## config.mk

```make
export PLATFORM = sky130hd
export DESIGN_NAME = ntt_result_reader
export DESIGN_NICKNAME = d
export VERILOG_FILES = /design/src/rtl/ntt_pkg.sv /design/src/rtl/ntt_rd_fifo.sv /design/src/rtl/ntt_result_reader.sv
export SDC_FILE = /design/constraint.sdc
export NUM_CORES = 1
export LEC_CHECK = 0
export ABC_AREA = 1
export CAP_MARGIN = 15
export CORE_ASPECT_RATIO = 0.7
export CORE_UTILIZATION = 37
export CTS_CLUSTER_DIAMETER = 200
export CTS_CLUSTER_SIZE = 20
export DETAILED_ROUTE_END_ITERATION = 8
export REMOVE_ABC_BUFFERS = 1
export SETUP_SLACK_MARGIN = 0.05
export SKIP_LAST_GASP = 1
export SYNTH_ARGS = -nofsm -noshare
export SYNTH_HDL_FRONTEND = slang
export SYNTH_SLANG_ARGS = --single-unit
export TNS_END_PERCENT = 20
```

## constraint.sdc

```tcl
create_clock -name clk -period 4.7 [get_ports clk]
set_clock_uncertainty 0.2 [all_clocks]
set_input_delay 0.47 -clock clk [delete_from_list [all_inputs] [get_ports clk]]
set_output_delay 0.47 -clock clk [all_outputs]
set_load 0.02 [all_outputs]
```

## src/rtl/ntt_pkg.sv

```systemverilog
// Shared constants and types for the ntt result readout path.
package ntt_pkg;

  localparam int NTT_N      = 1536;
  localparam int NTT_AW     = 11;
  localparam int NTT_DW     = 14;
  localparam int NTT_RD_LAT = 2;
  localparam int NTT_DEPTH  = 4;

  typedef logic [NTT_DW-1:0] coeff_t;

  typedef enum logic [1:0] {
    ST_IDLE  = 2'd0,
    ST_READ  = 2'd1,
    ST_DRAIN = 2'd2
  } state_t;

  typedef struct packed {
    logic valid;
    logic last;
  } tag_t;

endpackage

```

## src/rtl/ntt_rd_fifo.sv

```systemverilog
// Small first-word-fall-through capture FIFO with occupancy count and flush.
module ntt_rd_fifo
  import ntt_pkg::*;
#(
  parameter int W     = NTT_DW + 1,
  parameter int DEPTH = NTT_DEPTH
) (
  input  logic                   clk,
  input  logic                   rst_n,
  input  logic                   flush,
  input  logic                   push,
  input  logic [W-1:0]           din,
  input  logic                   pop,
  output logic [W-1:0]           dout,
  output logic                   empty,
  output logic [$clog2(DEPTH):0] count
);

  localparam int CW = $clog2(DEPTH) + 1;
  localparam int PW = (DEPTH > 1) ? $clog2(DEPTH) : 1;

  logic [W-1:0]  mem [DEPTH];
  logic [PW-1:0] wr_ptr;
  logic [PW-1:0] rd_ptr;
  logic          full;
  logic          do_push;
  logic          do_pop;

  function automatic logic [PW-1:0] ptr_inc(input logic [PW-1:0] p);
    return (p == PW'(DEPTH - 1)) ? '0 : p + 1'b1;
  endfunction

  assign empty   = (count == '0);
  assign full    = (count == CW'(DEPTH));
  assign do_pop  = pop && !empty;
  // A push into a full FIFO is legal only when a pop frees the slot on the same edge.
  assign do_push = push && (!full || do_pop);

  always_ff @(posedge clk or negedge rst_n) begin
    if (!rst_n) begin
      wr_ptr <= '0;
      rd_ptr <= '0;
      count  <= '0;
    end else if (flush) begin
      wr_ptr <= '0;
      rd_ptr <= '0;
      count  <= '0;
    end else begin
      if (do_push) wr_ptr <= ptr_inc(wr_ptr);
      if (do_pop)  rd_ptr <= ptr_inc(rd_ptr);
      count <= count + CW'(do_push) - CW'(do_pop);
    end
  end

  always_ff @(posedge clk) begin
    if (do_push && !flush) mem[wr_ptr] <= din;
  end

  // Storage is not reset, so an empty FIFO presents zero rather than stale entries.
  assign dout = empty ? '0 : mem[rd_ptr];

  overflow_a: assert property (@(posedge clk) disable iff (!rst_n)
    !(push && full && !do_pop && !flush));

endmodule

```

## src/rtl/ntt_result_reader.sv

```systemverilog
// Sweeps the ntt core read port and streams the returned coefficients with
// credit-limited issue so backpressure never overruns the capture FIFO.
module ntt_result_reader
  import ntt_pkg::*;
#(
  parameter int N      = NTT_N,
  parameter int AW     = NTT_AW,
  parameter int DW     = NTT_DW,
  parameter int RD_LAT = NTT_RD_LAT,
  parameter int DEPTH  = NTT_DEPTH
) (
  input  logic          clk,
  input  logic          rst_n,
  input  logic          ntt_valid,
  input  logic          clear,
  output logic [AW-1:0] ntt_addr,
  input  logic [DW-1:0] ntt_dout,
  output logic          m_valid,
  input  logic          m_ready,
  output logic [DW-1:0] m_data,
  output logic          m_last,
  output logic          busy,
  output logic          done
);

  // Stage 0 lines up with ntt_addr; the remaining RD_LAT stages track the core's read latency.
  localparam int PL = RD_LAT + 1;
  localparam int CW = $clog2(DEPTH) + 1;
  localparam int OW = $clog2(PL + 1);
  localparam int SW = ((CW > OW) ? CW : OW) + 1;

  state_t        state;
  logic [AW-1:0] issue_cnt;
  tag_t          pipe [PL];
  logic [OW-1:0] outstanding;
  logic [CW-1:0] fifo_count;
  logic [DW:0]   fifo_dout;
  logic          fifo_empty;
  logic          credit_ok;
  logic          issue;
  logic          pop;

  always_comb begin
    outstanding = '0;
    for (int i = 0; i < PL; i++) begin
      outstanding = outstanding + OW'(pipe[i].valid);
    end
  end

  // A beat popped on this edge frees a slot, which keeps full throughput at m_ready=1.
  assign credit_ok = (SW'(outstanding) + SW'(fifo_count)) < (SW'(DEPTH) + SW'(pop));
  assign issue     = (state == ST_READ) && credit_ok && !clear;
  assign pop       = m_valid && m_ready;

  always_ff @(posedge clk or negedge rst_n) begin
    if (!rst_n) begin
      for (int i = 0; i < PL; i++) pipe[i] <= '0;
    end else if (clear) begin
      for (int i = 0; i < PL; i++) pipe[i] <= '0;
    end else begin
      pipe[0].valid <= issue;
      pipe[0].last  <= issue && (issue_cnt == AW'(N - 1));
      for (int i = 1; i < PL; i++) pipe[i] <= pipe[i-1];
    end
  end

  always_ff @(posedge clk or negedge rst_n) begin
    if (!rst_n) begin
      state     <= ST_IDLE;
      issue_cnt <= '0;
      ntt_addr  <= '0;
      busy      <= 1'b0;
      done      <= 1'b0;
    end else if (clear) begin
      state     <= ST_IDLE;
      issue_cnt <= '0;
      ntt_addr  <= '0;
      busy      <= 1'b0;
      done      <= 1'b0;
    end else begin
      done <= 1'b0;
      case (state)
        ST_IDLE: begin
          if (ntt_valid) begin
            state     <= ST_READ;
            busy      <= 1'b1;
            issue_cnt <= '0;
          end
        end
        ST_READ: begin
          if (issue) begin
            ntt_addr <= issue_cnt;
            if (issue_cnt == AW'(N - 1)) state <= ST_DRAIN;
            else issue_cnt <= issue_cnt + 1'b1;
          end
        end
        ST_DRAIN: begin
          if (pop && m_last) begin
            state <= ST_IDLE;
            busy  <= 1'b0;
            done  <= 1'b1;
          end
        end
        default: begin
          state <= ST_IDLE;
          busy  <= 1'b0;
        end
      endcase
    end
  end

  ntt_rd_fifo #(
    .W     (DW + 1),
    .DEPTH (DEPTH)
  ) u_fifo (
    .clk   (clk),
    .rst_n (rst_n),
    .flush (clear),
    .push  (pipe[PL-1].valid),
    .din   ({pipe[PL-1].last, ntt_dout}),
    .pop   (pop),
    .dout  (fifo_dout),
    .empty (fifo_empty),
    .count (fifo_count)
  );

  assign m_valid = !fifo_empty;
  assign m_data  = fifo_dout[DW-1:0];
  assign m_last  = fifo_dout[DW];

endmodule
```

==> summary by stage <==
Drt
The routed length on met1 is between 4000 and 5000 um. The top layer used by detailed routing is met4. After detailed routing, the average wire length per cell comes to between 10 and 15 um. The final routed wirelength across all metal layers is 9327 um. The detailed-route DRC error count is 0. The first detailed-routing pass ran for 4 iterations.

For this block, the via count after detailed routing is between 3000 and 4000. The average via count per standard cell is about 4.8. The count of nets left with antenna violations after detail routing is 0.

Detailed routing placed a total of approximately 470 um of wire on met3. The first routing iteration left 224 violations. Summed over all nets, wire length on met2 after detailed routing comes to just over 4000 um.

Final layout
The area growth from synthesis to final layout is 19.35%. The final net count is ~530. 0 antenna diodes ended up in the layout. The share of cells above drive strength 1 is 0.05347. The combined area of the multi-input logic cells is roughly 1400 um2. The final-layout fill cell count is 1124. In the final layout, flip-flops and latches occupy 2778 um2.

Yosys
The synthesized netlist cell count is around 450. After synthesis the netlist holds a flip-flop and latch count of a little under 100. The total of warnings raised by yosys is 0. The cell type with the largest total area after synthesis is sky130_fd_sc_hd__edfxtp_1. The synthesized netlist occupies a cell area of between 4000 and 5000 um2. The count of unique library cells instantiated by Yosys is 26. The most used flip-flop cell after synthesis is sky130_fd_sc_hd__edfxtp_1.

Ranked by instance count, the synthesized netlist is headed by sky130_fd_sc_hd__nor2_1 (94), sky130_fd_sc_hd__nand2_1 (77), sky130_fd_sc_hd__edfxtp_1 (60). The area share of the largest cell type after synthesis is 0.4031. After synthesis, the cell types taking the most area are sky130_fd_sc_hd__edfxtp_1 (40%), sky130_fd_sc_hd__dfrtp_1 (22%), sky130_fd_sc_hd__nor2_1 (7.9%), sky130_fd_sc_hd__nand2_1 (6.5%), sky130_fd_sc_hd__o21ai_0 (4.6%). The share of the yosys chip area belonging to registers is 0.6215. A synthesized cell averages 9.844 um2. sky130_fd_sc_hd__nor2_1 is the most common cell in the netlist. For this run, asynchronously set or reset flops after synthesis account for 0.3939. In this run, synthesis inferred 60 flip-flops with an integrated enable.

Placement
In this run the tool buffered the top-level ports with 47 buffer cells. Before CTS, the worst setup slack after placement is 1.581 ns. The estimated wirelength of the detail-placed design is between 6000 and 7000 um. The final estimated routing congestion in global placement is ~0.80.

Clock tree
Counting the buffers created by CTS gives 9. The clock insertion delay at the later pin of the skew report is between 0.3 and 0.4 ns. The H-tree depth is 3. TritonCTS built the clock tree. The post-CTS clock slew at the launch and capture registers of the worst setup and hold paths is 0.06 ns. Once the clock tree was built, the resizer swapped 0 gates to a different size. The number of buffers added for setup after CTS is 0.

The root buffer cell is sky130_fd_sc_hd__clkbuf_16. Clock tree synthesis found a total of 99 sinks. The number of buffers on the longest clock path is 2. The total of hold buffers inserted after clock tree synthesis is 0.

Pwr
In this run the power density over the cells is about 470 nW/um2. The proportion of power drawn by combinational gates is 0.336. The leakage power is ~2.2 nW.

The share of total power dissipated in sequential elements is 0.406. The switching component of the power is 868.8 uW. The design draws between 2 and 3 mW. Across the VDD grid, the largest voltage drop is 0.2265 mV. The net switching fraction of the power is 0.3473. The internal power of the cells totals 1.633 mW. Of the total power, the clock network draws 0.258.

STA
The final period demand of the worst path is 3.399 ns. The worst path meets setup with approximately 1.3 ns of slack. The final hold violation count is 0. The number of pins exceeding their max-slew limit in the final report is 0. Of the available clock period, the critical path in the final layout requires 0.7232. Measured against its own limit, the worst slew margin works out to 0.4134. The top achievable clock speed is approximately 290 MHz. The total setup violations reported at the end of the flow is 0. For the pin with the worst max-slew slack, the measured transition is around 0.9 ns. Setup repair after global routing left no endpoint under its margin.

Setup total negative slack on the finished layout was measured at 0 ns.

Worst setup path
The type of the setup path with the least slack is flop to output port. The worst register-to-register path begins at pipe[3]. In this run the worst path has a maximum fanout of 17. Data on the critical path is required at its endpoint by 4.03 ns. The worst setup path is launched from a flop.

For flop-to-flop paths, the worst setup slack is 1.66 ns. Data arrives at the worst endpoint at 2.73 ns. STA classifies the critical path endpoint as an output port. Tracing the worst setup path back leads to its startpoint at u_fifo.rd_ptr[1].

GRT
The wire length of the first global-routing pass is between 15000 and 20000 um. The leftover overflow at the end of global routing is 0. Entering global routing, the biggest net connects 40 pins. The initial antenna violation count came to 0. The number of global-route vias before repair is about 3000.

In the global route stage, overall resource usage came out at 0.1618.

Floorplanning
The die covers roughly 13000 um2. The initial utilization of the core area, before any placement, comes to 0.3811. The initialized floorplan defines 33 standard-cell rows.

The horizontal extent of the die is around 130 um. The core region is 11730 um2. The vertical die dimension is 93.96 um.

During I/O placement, the number of pins put on the boundary was 48.

Min path
The class of the worst hold path is input pin to asynchronous set/reset pin.

Run
The number of maximum-capacitance violations is 0.

Run status
The flow ran to the end, and the final reports show no timing, DRC or antenna violations.
## power by group through the flow
stage	Combinational (mW)	Sequential [mW]	Clock, mW
finish	0.840	1.02	0.645
CTS	0.852	1.02	0.664
detailed placement	0.847	1.03	0
floorplan	0.478	1.04	0
global placement	0.849	1.03	0
global route	0.934	1.02	0.700
## final timing paths
kind / end / cells past startpoint
setup / recovery: m_data[11] / 5
hold / removal: done / 1
setup reg to reg: issue_cnt[9] / 13
hold reg to reg: pipe[0] / 2
max in group asynchronous: ntt_addr[4] / 1
min in group clk: pipe[0] / 2
## sequential cells by signal (all words and copies together) (netlist names)
signal	flops
busy	1
state	2
issue_cnt	11
ntt_addr	11
u_fifo.wr_ptr	2
pipe	6
done	1
u_fifo.mem	60
u_fifo.count	3
u_fifo.rd_ptr	2
## per-layer routing
metal / vias to the layer above / global-route usage
met5: - / 0
met4: 0 / 0.04830
met3: 9 / 0.03722
met2: 67 / 0.2405
met1: 1517 / 0.2343
li1: 1592 / -
## kinds of logic (layout without fill, tap and decap cells)
kind of cell / Yosys count / after routing / synth area share
simple gates: 217 / 217 / 0.1993
xor+xnor: 8 / 8 / 0.01568
compound gates: 60 / 60 / 0.06775
buf+inv: 57 / 108 / 0.05431
flops: 99 / 99 / 0.6215
fa+ha+maj: 13 / 13 / 0.04143
## cells in the final DEF, fill, tap and decap left out, drive strengths merged, types with 2 or more instances in the layout
cell type      instances
buf                    6
nor2                  96
nor3                   5
ha                    10
nand3                 29
edfxtp                60
fa                     3
o21ai                 42
nand4                  4
a21oi                 17
clkbuf                12
xor2                   7
clkinv                 4
dfrtp                 39
nand2                 80
clkdlybuf4s50         46
nor3b                  2
inv                   40
## through the flow
| step | area [um2] | hold slack, ns | instances | utilization |
|---|---|---|---|---|
| 3_3_place_gp | 5079 | 0.2457 | 646 | 0.4331 |
| 3_5_place_dp | 5079 | 0.2600 | 646 | 0.4331 |
| 6_report | 5334 | 0.05282 | 662 | 0.4549 |
| 2_1_floorplan | 4379 | -0.02559 | 437 | - |
| 5_1_grt | 5334 | 0.1358 | 662 | 0.4549 |
| 4_1_cts | 5334 | 0.07926 | 662 | 0.4549 |
## worst max-delay path, stage by stage, from the launching register on
cell and delay [ns]:
sky130_fd_sc_hd__dfrtp_1 0.76, sky130_fd_sc_hd__inv_1 0.48, sky130_fd_sc_hd__nor2_1 0.20, sky130_fd_sc_hd__o21ai_0 0.10, sky130_fd_sc_hd__a21oi_1 0.20, sky130_fd_sc_hd__clkdlybuf4s50_1 0.65
## area by class of cell
class                      count  area share
inverter                      40     0.02862
multi-input combinational    298      0.2716
timing repair buffer          52     0.09430
sequential                    99      0.5208
tap                          157     0.03683
clock inverter                 4    0.003519
clock buffer                  12     0.04433
No activity file was read; power rests on OpenSTA's default activity.
